<file path="config.mk">
export PLATFORM = sky130hd
export DESIGN_NAME = lcd_sequencer
export DESIGN_NICKNAME = d
export VERILOG_FILES = /design/src/rtl/lcd_sequencer.sv
export SDC_FILE = /design/constraint.sdc
export NUM_CORES = 1
export LEC_CHECK = 0
export ABC_AREA = 1
export BUFFER_PORTS_ARGS = -buffer_cell sky130_fd_sc_hd__clkbuf_2
export CORE_AREA = 3 3 128 130
export CTS_CLUSTER_DIAMETER = 100
export DETAILED_ROUTE_END_ITERATION = 7
export DIE_AREA = 0 0 131 133
export GPL_TIMING_DRIVEN = 0
export PLACE_DENSITY = 0.66
export SLEW_MARGIN = 20
export SYNTH_ARGS = -nofsm -noshare
export SYNTH_HDL_FRONTEND = slang
export SYNTH_SLANG_ARGS = --single-unit
</file>
<file path="constraint.sdc">
create_clock -name clk -period 1.66 [get_ports clk]
set_input_delay 0.083 -clock clk [delete_from_list [all_inputs] [get_ports clk]]
set_output_delay 0.083 -clock clk [all_outputs]
set_load 0.03 [all_outputs]
</file>
<file path="src/rtl/lcd_sequencer.sv">
// LCD init/stream sequencer.
// Walks an init ROM of {kind, value} words and turns each command/data byte
// into register accesses on a memory-mapped SPI controller (DC select, DATA,
// CTRL start, STATUS poll). Once the ROM ends it streams RGB565 pixels as
// RAMWR-prefixed frames. One bus transaction is outstanding at most; every
// bus field is a register held until the accepting edge.
module lcd_sequencer #(
    parameter int DELAY_UNIT = 1000,
    parameter int ROM_AW     = 6,
    parameter int POLL_MAX   = 4096
) (
    input  logic              clk,
    input  logic              reset_n,
    input  logic              start,
    output logic              busy,
    output logic              done,
    output logic              error,
    output logic [ROM_AW-1:0] rom_addr,
    input  logic [9:0]        rom_data,
    input  logic              pix_valid,
    output logic              pix_ready,
    input  logic [15:0]       pix_data,
    input  logic              pix_last,
    output logic [31:0]       m_address,
    output logic              m_sel,
    output logic              m_read,
    output logic [3:0]        m_write_mask,
    output logic [31:0]       m_write_value,
    input  logic [31:0]       m_read_value,
    input  logic              m_ready
);

    localparam int DW = 8 + $clog2(DELAY_UNIT + 1);
    localparam int PW = $clog2(POLL_MAX + 1);

    localparam logic [31:0] ADDR_DATA   = 32'h0000_0000;
    localparam logic [31:0] ADDR_CTRL   = 32'h0000_0004;
    localparam logic [31:0] ADDR_STATUS = 32'h0000_0008;
    localparam logic [31:0] ADDR_DC     = 32'h0000_000C;
    localparam logic [7:0]  CMD_RAMWR   = 8'h2C;

    typedef enum logic [3:0] {
        ST_IDLE        = 4'd0,
        ST_FETCH       = 4'd1,
        ST_WR_DC       = 4'd2,
        ST_WR_DATA     = 4'd3,
        ST_WR_CTRL     = 4'd4,
        ST_POLL        = 4'd5,
        ST_DELAY       = 4'd6,
        ST_STREAM_IDLE = 4'd7,
        ST_STREAM_HI   = 4'd8,
        ST_STREAM_LO   = 4'd9
    } state_e;

    // Where a byte came from, so the end of its STATUS poll knows where to go.
    typedef enum logic [1:0] {
        CTX_INIT  = 2'd0,
        CTX_RAMWR = 2'd1,
        CTX_HI    = 2'd2,
        CTX_LO    = 2'd3
    } ctx_e;

    state_e            state_q;
    ctx_e              ctx_q;
    logic [7:0]        byte_q;
    logic              dc_q;
    logic              dc_last_q;
    logic              dc_valid_q;
    logic [7:0]        pix_lo_q;
    logic              pix_last_q;
    logic [DW-1:0]     delay_q;
    logic [PW-1:0]     poll_q;
    logic [ROM_AW-1:0] rom_addr_q;
    logic              busy_q;
    logic              done_q;
    logic              error_q;
    logic              pix_ready_q;
    logic              m_sel_q;
    logic              m_read_q;
    logic [3:0]        m_mask_q;
    logic [31:0]       m_addr_q;
    logic [31:0]       m_wval_q;

    logic [1:0]        kind_s;
    logic [7:0]        value_s;
    logic [DW-1:0]     delay_load_s;
    logic              last_entry_s;
    logic              poll_last_s;
    logic              status_unused_s;

    assign kind_s          = rom_data[9:8];
    assign value_s         = rom_data[7:0];
    assign delay_load_s    = DW'(value_s) * DW'(DELAY_UNIT);
    assign last_entry_s    = &rom_addr_q;
    assign poll_last_s     = (poll_q == PW'(POLL_MAX - 1));
    assign status_unused_s = ^m_read_value[31:1];

    // A byte only needs a DC write when the line level changes or nothing
    // has been written since start.
    function automatic state_e launch_state_f(input logic dc,
                                              input logic dc_valid,
                                              input logic dc_last);
        return (!dc_valid || (dc != dc_last)) ? ST_WR_DC : ST_WR_DATA;
    endfunction

    // Sequencer FSM: ROM walk, per-byte bus sequence and pixel streaming.
    always_ff @(posedge clk or negedge reset_n) begin
        if (!reset_n) begin
            state_q     <= ST_IDLE;
            ctx_q       <= CTX_INIT;
            byte_q      <= 8'h00;
            dc_q        <= 1'b0;
            dc_last_q   <= 1'b0;
            dc_valid_q  <= 1'b0;
            pix_lo_q    <= 8'h00;
            pix_last_q  <= 1'b0;
            delay_q     <= '0;
            poll_q      <= '0;
            rom_addr_q  <= '0;
            busy_q      <= 1'b0;
            done_q      <= 1'b0;
            error_q     <= 1'b0;
            pix_ready_q <= 1'b0;
            m_sel_q     <= 1'b0;
            m_read_q    <= 1'b0;
            m_mask_q    <= 4'h0;
            m_addr_q    <= 32'h0000_0000;
            m_wval_q    <= 32'h0000_0000;
        end else begin
            case (state_q)
                ST_IDLE: begin
                    if (start) begin
                        rom_addr_q <= '0;
                        busy_q     <= 1'b1;
                        done_q     <= 1'b0;
                        error_q    <= 1'b0;
                        dc_valid_q <= 1'b0;
                        state_q    <= ST_FETCH;
                    end
                end

                ST_FETCH: begin
                    case (kind_s)
                        2'b00, 2'b01: begin
                            byte_q  <= value_s;
                            dc_q    <= kind_s[0];
                            ctx_q   <= CTX_INIT;
                            state_q <= launch_state_f(kind_s[0], dc_valid_q, dc_last_q);
                        end
                        2'b10: begin
                            // DELAY also serves as the single entry-advance point.
                            delay_q <= delay_load_s;
                            state_q <= ST_DELAY;
                        end
                        2'b11: begin
                            done_q  <= 1'b1;
                            busy_q  <= 1'b0;
                            state_q <= ST_STREAM_IDLE;
                        end
                        default: state_q <= ST_IDLE;
                    endcase
                end

                ST_WR_DC: begin
                    if (!m_sel_q) begin
                        m_sel_q  <= 1'b1;
                        m_read_q <= 1'b0;
                        m_mask_q <= 4'hF;
                        m_addr_q <= ADDR_DC;
                        m_wval_q <= {31'h0000_0000, dc_q};
                    end else if (m_ready) begin
                        m_sel_q    <= 1'b0;
                        m_mask_q   <= 4'h0;
                        dc_last_q  <= dc_q;
                        dc_valid_q <= 1'b1;
                        state_q    <= ST_WR_DATA;
                    end
                end

                ST_WR_DATA: begin
                    if (!m_sel_q) begin
                        m_sel_q  <= 1'b1;
                        m_read_q <= 1'b0;
                        m_mask_q <= 4'hF;
                        m_addr_q <= ADDR_DATA;
                        m_wval_q <= {24'h00_0000, byte_q};
                    end else if (m_ready) begin
                        m_sel_q  <= 1'b0;
                        m_mask_q <= 4'h0;
                        state_q  <= ST_WR_CTRL;
                    end
                end

                ST_WR_CTRL: begin
                    if (!m_sel_q) begin
                        m_sel_q  <= 1'b1;
                        m_read_q <= 1'b0;
                        m_mask_q <= 4'hF;
                        m_addr_q <= ADDR_CTRL;
                        m_wval_q <= 32'h0000_0001;
                    end else if (m_ready) begin
                        m_sel_q  <= 1'b0;
                        m_mask_q <= 4'h0;
                        poll_q   <= '0;
                        state_q  <= ST_POLL;
                    end
                end

                ST_POLL: begin
                    if (!m_sel_q) begin
                        m_sel_q  <= 1'b1;
                        m_read_q <= 1'b1;
                        m_mask_q <= 4'h0;
                        m_addr_q <= ADDR_STATUS;
                        m_wval_q <= 32'h0000_0000;
                    end else if (m_ready) begin
                        m_sel_q  <= 1'b0;
                        m_read_q <= 1'b0;
                        if (!m_read_value[0]) begin
                            case (ctx_q)
                                CTX_INIT: begin
                                    delay_q <= '0;
                                    state_q <= ST_DELAY;
                                end
                                CTX_RAMWR: state_q <= ST_STREAM_HI;
                                CTX_HI:    state_q <= ST_STREAM_LO;
                                CTX_LO: begin
                                    if (pix_last_q) begin
                                        busy_q  <= 1'b0;
                                        state_q <= ST_STREAM_IDLE;
                                    end else begin
                                        state_q <= ST_STREAM_HI;
                                    end
                                end
                                default: begin
                                    busy_q  <= 1'b0;
                                    state_q <= ST_IDLE;
                                end
                            endcase
                        end else if (poll_last_s) begin
                            error_q <= 1'b1;
                            busy_q  <= 1'b0;
                            state_q <= ST_IDLE;
                        end else begin
                            poll_q <= poll_q + PW'(1);
                        end
                    end
                end

                ST_DELAY: begin
                    if (delay_q > DW'(1)) begin
                        delay_q <= delay_q - DW'(1);
                    end else begin
                        delay_q <= '0;
                        if (last_entry_s) begin
                            done_q  <= 1'b1;
                            busy_q  <= 1'b0;
                            state_q <= ST_STREAM_IDLE;
                        end else begin
                            rom_addr_q <= rom_addr_q + ROM_AW'(1);
                            state_q    <= ST_FETCH;
                        end
                    end
                end

                ST_STREAM_IDLE: begin
                    if (start) begin
                        rom_addr_q <= '0;
                        busy_q     <= 1'b1;
                        done_q     <= 1'b0;
                        error_q    <= 1'b0;
                        dc_valid_q <= 1'b0;
                        state_q    <= ST_FETCH;
                    end else if (pix_valid) begin
                        busy_q  <= 1'b1;
                        byte_q  <= CMD_RAMWR;
                        dc_q    <= 1'b0;
                        ctx_q   <= CTX_RAMWR;
                        state_q <= launch_state_f(1'b0, dc_valid_q, dc_last_q);
                    end
                end

                ST_STREAM_HI: begin
                    // pix_ready is raised for one cycle; the pixel is taken on that cycle.
                    if (pix_ready_q) begin
                        pix_ready_q <= 1'b0;
                        if (pix_valid) begin
                            pix_lo_q   <= pix_data[7:0];
                            pix_last_q <= pix_last;
                            byte_q     <= pix_data[15:8];
                            dc_q       <= 1'b1;
                            ctx_q      <= CTX_HI;
                            state_q    <= launch_state_f(1'b1, dc_valid_q, dc_last_q);
                        end
                    end else if (pix_valid) begin
                        pix_ready_q <= 1'b1;
                    end
                end

                ST_STREAM_LO: begin
                    byte_q  <= pix_lo_q;
                    dc_q    <= 1'b1;
                    ctx_q   <= CTX_LO;
                    state_q <= launch_state_f(1'b1, dc_valid_q, dc_last_q);
                end

                default: begin
                    busy_q  <= 1'b0;
                    m_sel_q <= 1'b0;
                    state_q <= ST_IDLE;
                end
            endcase
        end
    end

    assign busy          = busy_q;
    assign done          = done_q;
    assign error         = error_q;
    assign rom_addr      = rom_addr_q;
    assign pix_ready     = pix_ready_q;
    assign m_sel         = m_sel_q;
    assign m_read        = m_read_q;
    assign m_write_mask  = m_mask_q;
    assign m_address     = m_addr_q;
    assign m_write_value = m_wval_q;

endmodule

</file>
==> impl_results.rst, run 1 <==
.. list-table::
   :header-rows: 1

   * - Metric
     - Value
   * - Power share of the sequential group
     - 18.6%
   * - Initial core utilization
     - 44.0%
   * - Kind of end point of the critical path
     - flop
   * - Maximum number of pins on one net before global-route repair
     - 81
   * - Total standard cell area after synthesis
     - 6710 µm²
   * - Clock transition time at the flip-flop clock pins of the worst setup and hold paths
     - approximately 0.060 ns
   * - Number of antenna diodes
     - 0
   * - Grt ovf
     - 0
   * - Post-route fraction of the period consumed by the critical path
     - 184%
   * - Max-slew violation total from the final report
     - 0
   * - Final setup violation count
     - 47
   * - Arrival time of data at the critical path endpoint
     - 3.29 ns
   * - Status
     - finished, violations left
   * - Inserted Clock Buffers
     - 9
   * - Clock latency at the later pin of the worst-skew pair
     - 0.35 ns
   * - Layout Nets
     - 1256
   * - Clock share of power
     - a little under an eighth
   * - Slack of the critical path
     - -1.40 ns
   * - Number of routed nets with antenna violations
     - 0
   * - Commonest non-fill, non-tap cells in the layout
     - nand2_1 (177), buf_4 (116), inv_1 (91), dfrtp_1 (71), conb_1 (54)
   * - YS warnings
     - 0
   * - Min Clock Period, post-route
     - 3.06 ns
   * - Fill cell count
     - 1226
   * - I/O pin total
     - 144
   * - Clk buf depth
     - 2
   * - H-Tree Level Count
     - 3
   * - Layout overhead on the synthesized area
     - 48.1%
   * - Count of mapped cells out of synthesis
     - 900
   * - Clk Tree Root Cell
     - clkbuf_16
   * - Violations in the final reports
     - setup timing
   * - Library cells used by synthesis
     - 42
   * - # rows
     - between 40 and 50
   * - First DRT Iteration DRCs
     - 450
   * - Routability congestion estimate from global placement
     - 0.854
   * - Leakage Power
     - 0.00497 µW
   * - P_sw
     - 8690 µW
   * - Setup repair after global routing missed its margin
     - true
   * - Proportion of power drawn by combinational gates
     - 70.1%
   * - Die area
     - around 17000 µm²
   * - Element type at the critical path start
     - primary input
   * - Final core occ
     - 65.2%
   * - Count of max-cap constraint violations
     - 0
   * - Die X
     - 131 µm
   * - Number of iterations in the first detailed-routing pass
     - 6
   * - Most common cell after layout, fill and taps aside
     - nand2_1
   * - Global-route wire length before repair
     - roughly 28000 µm
   * - TritonCTS clock tree
     - yes
   * - Relative slew slack
     - 56.0%
   * - Die Height
     - ~130 µm
   * - Type of the most critical hold path
     - primary input to flop
   * - IO Port Bufs
     - just under 60
   * - Design internal power
     - roughly 9400 µW
   * - Fraction of the yosys area taken by sequential cells
     - between 20 and 30%
   * - Number of DRC violations after detailed routing
     - 0
   * - Synthesized flop and latch total
     - 80
   * - Sw Ratio
     - between 40% and 50%
   * - Number of global-route vias before repair
     - 5867
   * - Worst-path maximum fanout
     - 4
   * - Power density of the placed cells
     - 1810 nW/µm²
   * - Number of flops mapped to enable cells by yosys
     - 0
   * - Core area
     - 15300 µm²
   * - Slew at the pin closest to its max-slew limit
     - 0.660 ns
   * - Routed via count
     - 6582
   * - Async S/R FF share, synth
     - 100%
   * - Antenna violations before repair
     - 0
   * - Total routing resource utilization after global routing
     - between 10% and 20%
   * - CP Data Required Time
     - between 1.5 and 2 ns
   * - Count of endpoints failing hold in the final timing report
     - 0
   * - Average footprint of a synthesized cell
     - 7.46 µm²
   * - CTS Sinks
     - 80
   * - Max frequency
     - 0.327 GHz
   * - Worst Path Class, Setup
     - primary input to flop
   * - WL per Instance
     - ~14 µm
   * - Post-detailed-placement half-perimeter wirelength
     - roughly 12000 µm
   * - Largest voltage drop on the vdd net
     - 0.000953 V
   * - Wirelength, routed
     - between 15000 and 20000 µm
   * - Detailed-route vias per instance
     - 4.90
   * - Layout cell share with drive strength beyond 1
     - 41.0%
   * - Most used flip-flop cell after synthesis
     - dfrtp_1
   * - Post-detailed-placement cell area
     - 7630 µm²
   * - Worst clock skew
     - between 0.009 and 0.01 ns
   * - Post-Layout Inst Area
     - 9940 µm²
## final cells by class
type,instances,area (µm²),share of cell area (%)
Timing Repair Buffer,161,1330,13.3
Sequential cell,80,2010,20.2
Clock inverter,7,71.3,0.717
Inverter,123,524,5.27
Timing Repair inverter,1,16.3,0.164
Buffer,69,574,5.78
Clock buffer,9,225,2.27
Multi-Input combinational cell,683,4930,49.6
Tap cell,211,264,2.66
## cell families after synthesis
family | Yosys count | share of synthesized area [%]
compound gates | 104 | 8.87
xor+xnor | 25 | 3.26
fa+ha+maj | 64 | 14.3
buf+inv | 192 | 14.8
flops | 80 | 29.8
mux | 6 | 1.01
other cells | 1 | 0.0559
simple gates | 428 | 27.9
## timing repair
item | CTS | global route
resized for setup | 109 | 209
hold buffers | 10 | 0
setup endpoints to repair | 67 | 71
pin swaps | 52 | 82
buffers inserted | 42 | 46
cloned | 4 | 5
endpoints found under the hold margin | 89 | 0
## through the flow
step | power, µW | setup WS [ns] | TNS (ns) | cells | hold WS (ns)
floorplan | 9290 | -1.44 | -13.24 | 953 | -0.213
global placement | 11000 | -1.89 | -55.28 | 1222 | 0.321
detailed placement | 11100 | -1.96 | -26.38 | 1222 | 0.173
CTS | 15200 | -1.41 | -13.36 | 1294 | 0.0589
global route | 19300 | -1.60 | -19.50 | 1344 | 0.0950
finish | 18000 | -1.40 | -14.95 | 1344 | 0.0740
## per-layer routing
metal	routed length (µm)	vias up	global-route usage, %
met4	483	0	5.31
li1	-	3223	-
met1	7940	3088	26.4
met3	984	44	3.03
met2	9760	227	32.3
met5	0	-	0
## flip-flops by register name, indices dropped and copies added (netlist names)
| register | flops |
|---|---|
| dc_q | 1 |
| state_q | 4 |
| pix_last_q | 1 |
| pix_ready | 1 |
| ctx_q | 2 |
| m_write_mask | 1 |
| delay_q | 18 |
| dc_last_q | 1 |
| rom_addr | 6 |
| error | 1 |
| m_address | 2 |
| poll_q | 13 |
| pix_lo_q | 8 |
| m_sel | 1 |
| done | 1 |
| m_read | 1 |
| busy | 1 |
| byte_q | 8 |
| dc_valid_q | 1 |
| m_write_value | 8 |
## power groups by stage
stage,logic (µW),clock network (µW),registers (µW)
floorplan,5770,0,3520
global placement,7720,0,3240
detailed placement,7860,0,3240
CTS,9900,2050,3240
global route,13700,2140,3440
finish,12700,2040,3350
## Yosys cell counts, types with 2 or more instances
library cell    n  share of area, %
a21oi_1        32               2.4
a31oi_1         3              0.28
buf_2           2              0.15
buf_4          62               6.9
buf_6           5              0.84
dfrtp_1        80                30
fa_1           21               6.3
ha_1           43               8.0
inv_1         112               6.3
inv_2           9              0.50
mux2_2          6               1.0
nand2_1       233                13
nand2_2        10              0.93
nand2_4         2              0.34
nand3_1        59               4.4
nand3_2         2              0.30
nand3b_1        5              0.56
nand4_1         9              0.84
nor2_1         81               4.5
nor2_2          8              0.75
nor2_4          5              0.84
nor3_1          9              0.67
o211ai_1        4              0.45
o21ai_0        33               2.5
o21ai_1        11              0.82
o221ai_1        3              0.39
o22ai_1         6              0.56
o31ai_1         6              0.67
or2_2           3              0.28
xnor2_1         3              0.39
xor2_1         22               2.9
## critical path, cell delays in order
cell and delay, ns:
clkbuf_16 0.13, fa_1 0.53, inv_1 0.05, fa_1 0.46, fa_1 0.49, fa_1 0.51, inv_2 0.05, ha_4 0.31
nand2_4 0.07, nor2_2 0.12, nand3_2 0.10, nand2_1 0.07, nand2_1 0.08, nand3_2 0.09, o21ai_1 0.06, nand2_1 0.06
nand2_1 0.05
## final timing paths
check                        startpoint  slack, ns               end  depth (start not counted)
max in group asynchronous       reset_n       0.80        delay_q[2]                          2
max reg2reg                  state_q[2]      -0.20       delay_q[16]                         12
min reg2reg                   byte_q[7]       0.49         byte_q[7]                          2
min in group asynchronous       reset_n       0.35  m_write_value[6]                          2
min                        pix_data[12]       0.07         byte_q[4]                          5
max                         rom_data[1]      -1.40       delay_q[14]                         17
Power figures use the tool's default switching activity.
==> run 2: changes to the inputs <==
--- a/config.mk
+++ b/config.mk
@@ -6,7 +6,7 @@
 export NUM_CORES = 1
 export LEC_CHECK = 0
 export ABC_AREA = 1
-export BUFFER_PORTS_ARGS = -buffer_cell sky130_fd_sc_hd__clkbuf_2
+export BUFFER_PORTS_ARGS = -buffer_cell sky130_fd_sc_hd__buf_2
 export CORE_AREA = 3 3 128 130
 export CTS_CLUSTER_DIAMETER = 100
 export DETAILED_ROUTE_END_ITERATION = 7
==> run 2 against run 1 <==
Effect of this change:
- the flow still finishes with violations (setup timing)
- clock skew grew 0.0010 ns
- global-route usage up 0.18 points
- setup slack got worse by 0.021 ns
- clock power fell by 10%
- count of clock-buffer cells in the layout rose by 2
- combinational power is 3% lower
- via count fell by 1.4%
- fmax down 0.69%
- hold slack got worse by 0.052 ns
- final area shrank 1.1%
- sequential cell count did not move
- critical path type unchanged
- critical endpoint is now delay_q[15]
- largest cell class unchanged
- largest power group unchanged
==> impl_results.rst, run 2 (synthesized netlist as in run 1, its figures left out) <==
.. list-table::
   :header-rows: 1

   * - Metric
     - Value
   * - Grt ovf
     - 0 (unchanged)
   * - Worst clock skew
     - 0.0102 ns (+0.00101 ns)
   * - Number of iterations in the first detailed-routing pass
     - 5 (-1)
   * - Fill cell count
     - 1242 (+1.3%)
   * - CP Data Required Time
     - 1.89 ns (about the same)
   * - Most common cell after layout, fill and taps aside
     - nand2_1
   * - TritonCTS clock tree
     - yes
   * - Multi-input combinational cell area
     - 4990 µm² (+1.3%)
   * - Buffers & Inverters on Critical Path
     - 3 (unchanged)
   * - Element type at the critical path start
     - primary input
   * - Routability congestion estimate from global placement
     - 0.862 (+0.97%)
   * - Flip-flop count of the largest register, all copies and words added
     - 18 (unchanged)
   * - P_sw
     - 8540 µW (-1.7%)
   * - Clk buf depth
     - 2 (unchanged)
   * - Cell mode on critical path
     - fa_1
   * - Post-Layout Inst Area
     - 9830 µm² (-1.1%)
   * - Slack of the critical path
     - -1.42 ns (-0.0211 ns)
   * - Number of global-route vias before repair
     - 5903 (+0.61%)
   * - Largest stage delay on the critical path
     - 0.54 ns (about the same)
   * - Power share of the sequential group
     - 19.3% (+0.7 points)
   * - Reg with most FFs
     - delay_q
   * - Count of cell instances traversed by the critical path
     - 17 (unchanged)
   * - Sw Ratio
     - 48.8% (+0.69 points)
   * - H-Tree Level Count
     - 3 (unchanged)
   * - Layout Nets
     - 1244 (-0.96%)
   * - Number of antenna diodes
     - 0 (unchanged)
   * - Die Height
     - 133 µm (unchanged)
   * - Leakage Power
     - 0.00489 µW (-1.7%)
   * - Antenna violations before repair
     - 0 (unchanged)
   * - Initial core utilization
     - 44.0% (unchanged)
   * - Setup repair after global routing missed its margin
     - true
   * - Final core occ
     - 64.4% (-0.75 points)
   * - Status
     - finished, violations left
   * - Slowest stage cell on the critical path
     - fa_1
   * - Post-route fraction of the period consumed by the critical path
     - 186% (+1.3 points)
   * - Violations in the final reports
     - setup timing
   * - Worst Path Class, Setup
     - primary input to flop
   * - Maximum number of pins on one net before global-route repair
     - 46 (-43%)
   * - Commonest non-fill, non-tap cells in the layout
     - nand2_1 (173), buf_4 (120), inv_1 (93), dfrtp_1 (71), conb_1 (54)
   * - Wirelength, routed
     - 18800 µm (-1.7%)
   * - Detailed-route vias per instance
     - 4.87 (-0.51%)
   * - # rows
     - 45 (unchanged)
   * - First DRT Iteration DRCs
     - 398 (-12%)
   * - Layout overhead on the synthesized area
     - 46.4%
   * - Die area
     - 17400 µm² (unchanged)
   * - Number of DRC violations after detailed routing
     - 0 (unchanged)
   * - Total routing resource utilization after global routing
     - 19.7% (+0.18 points)
   * - Routed via count
     - 6490 (-1.4%)
   * - Design internal power
     - 8950 µW (-4.3%)
   * - Core area
     - 15300 µm² (unchanged)
   * - Clock latency at the later pin of the worst-skew pair
     - 0.34 ns (about the same)
   * - Cell class contributing the biggest share of worst-path delay
     - adder cells
   * - Power density of the placed cells
     - 1780 nW/µm² (-1.9%)
   * - Number of routed nets with antenna violations
     - 0 (unchanged)
   * - Worst-path cell chain
     - buf_12, fa_1, inv_1, fa_1, fa_1, fa_1, inv_2, ha_4, nand2_4, nor2_2, nand3_2, nand3_2, nand2_2, nand3_2, nand2_1, nand2_1, nand2_1
   * - Final total negative setup slack
     - -15.13 ns (-0.178 ns)
   * - Count of endpoints failing hold in the final timing report
     - 0 (unchanged)
   * - Logic depth of the worst register-to-register path
     - 10 (-2)
   * - Sequential standard cell area
     - 2010 µm² (unchanged)
   * - Max frequency
     - 0.325 GHz (-0.69%)
   * - I/O pin total
     - 144 (unchanged)
   * - CTS Sinks
     - 80 (unchanged)
   * - Clock transition time at the flip-flop clock pins of the worst setup and hold paths
     - 0.06 ns (about the same)
   * - Worst-path maximum fanout
     - 4 (unchanged)
   * - Post-detailed-placement half-perimeter wirelength
     - 12300 µm (+2.2%)
   * - Min Clock Period, post-route
     - 3.08 ns (+0.0211 ns)
   * - Global-route wire length before repair
     - 27900 µm (+0.77%)
   * - Count of max-cap constraint violations
     - 0 (unchanged)
   * - Worst hold stages
     - 2 (-3)
   * - Clock share of power
     - 10.5% (-0.8 points)
   * - Type of the most critical hold path
     - primary input to flop
   * - Inserted Clock Buffers
     - 9 (unchanged)
   * - Clk Tree Root Cell
     - clkbuf_16
   * - Max-slew violation total from the final report
     - 0 (unchanged)
   * - Largest registers ranked by flip-flop count
     - delay_q: 18 flops, poll_q: 13 flops
   * - IO Port Bufs
     - 58 (unchanged)
   * - Proportion of power drawn by combinational gates
     - 70.3% (+0.2 points)
   * - Largest voltage drop on the vdd net
     - 0.000867 V (-9.0%)
   * - Die X
     - 131 µm (unchanged)
   * - Final setup violation count
     - 50 (+6.4%)
   * - Layout cell share with drive strength beyond 1
     - 41.6% (+0.53 points)
   * - Kind of end point of the critical path
     - flop
   * - WL per Instance
     - 14.2 µm (-0.79%)
   * - Post-detailed-placement cell area
     - 7650 µm² (+0.28%)
   * - Arrival time of data at the critical path endpoint
     - 3.31 ns (+0.02 ns)
-- run 2: area by class of cell --
cell class                      instances  share of cell area, %
Buffer                                 69                   5.77
Clock buffer                           11                   2.37
Clock inverter                          5                  0.344
Inverter                              123                   5.12
Multi-Input combinational cell        682                   50.8
Sequential cell                        80                   20.5
Tap cell                              211                   2.69
Timing Repair Buffer                  151                   12.4
-- run 2: repair_timing --
| item | 4_1_cts | 5_1_grt |
|---|---|---|
| gates resized for setup | 110 | 208 |
| buffers inserted | 33 | 44 |
| hold buffers | 9 | 0 |
| gates cloned | 2 | 7 |
| endpoints found under the setup margin | 67 | 70 |
| pin swaps | 44 | 85 |
| endpoints found under the hold margin | 43 | 0 |
-- run 2: metrics by stage --
stage | cells | setup slack, ns | hold WS [ns] | total power, µW
floorplan | 953 | -1.44 | -0.213 | 9290
global placement | 1222 | -1.87 | 0.320 | 11000
detailed placement | 1223 | -1.96 | 0.0810 | 11100
CTS | 1283 | -1.42 | 0.00420 | 14500
global route | 1332 | -1.56 | 0.00793 | 18700
finish | 1332 | -1.42 | 0.0223 | 17500
-- run 2: layer usage --
metal  vias up  global-route usage, %  share of wire [%]
met5         -                      0                  0
met1      3077                   25.8                 42
li1       3201                      -                  -
met3        35                   3.11                4.3
met4         0                   4.97                1.9
met2       177                   33.6                 52
-- run 2: worst paths after layout --
check	startpoint	end	slack (ns)
min in group asynchronous	reset_n	m_write_value[2]	0.25
hold reg to reg	byte_q[0]	byte_q[0]	0.50
hold / removal	pix_last	pix_last_q	0.02
setup reg to reg	delay_q[2]	delay_q[15]	-0.13
max in group asynchronous	reset_n	rom_addr[0]	0.80
setup / recovery	rom_data[3]	delay_q[15]	-1.42
-- run 2: power by group through the flow --
| stage | Clock [µW] | Sequential [µW] | Combinational, µW |
|---|---|---|---|
| 6_report | 1830 | 3370 | 12300 |
| 5_1_grt | 1930 | 3460 | 13400 |
| 4_1_cts | 1870 | 3240 | 9380 |
| 3_5_place_dp | 0 | 3240 | 7850 |
| 3_3_place_gp | 0 | 3230 | 7730 |
| 2_1_floorplan | 0 | 3520 | 5770 |
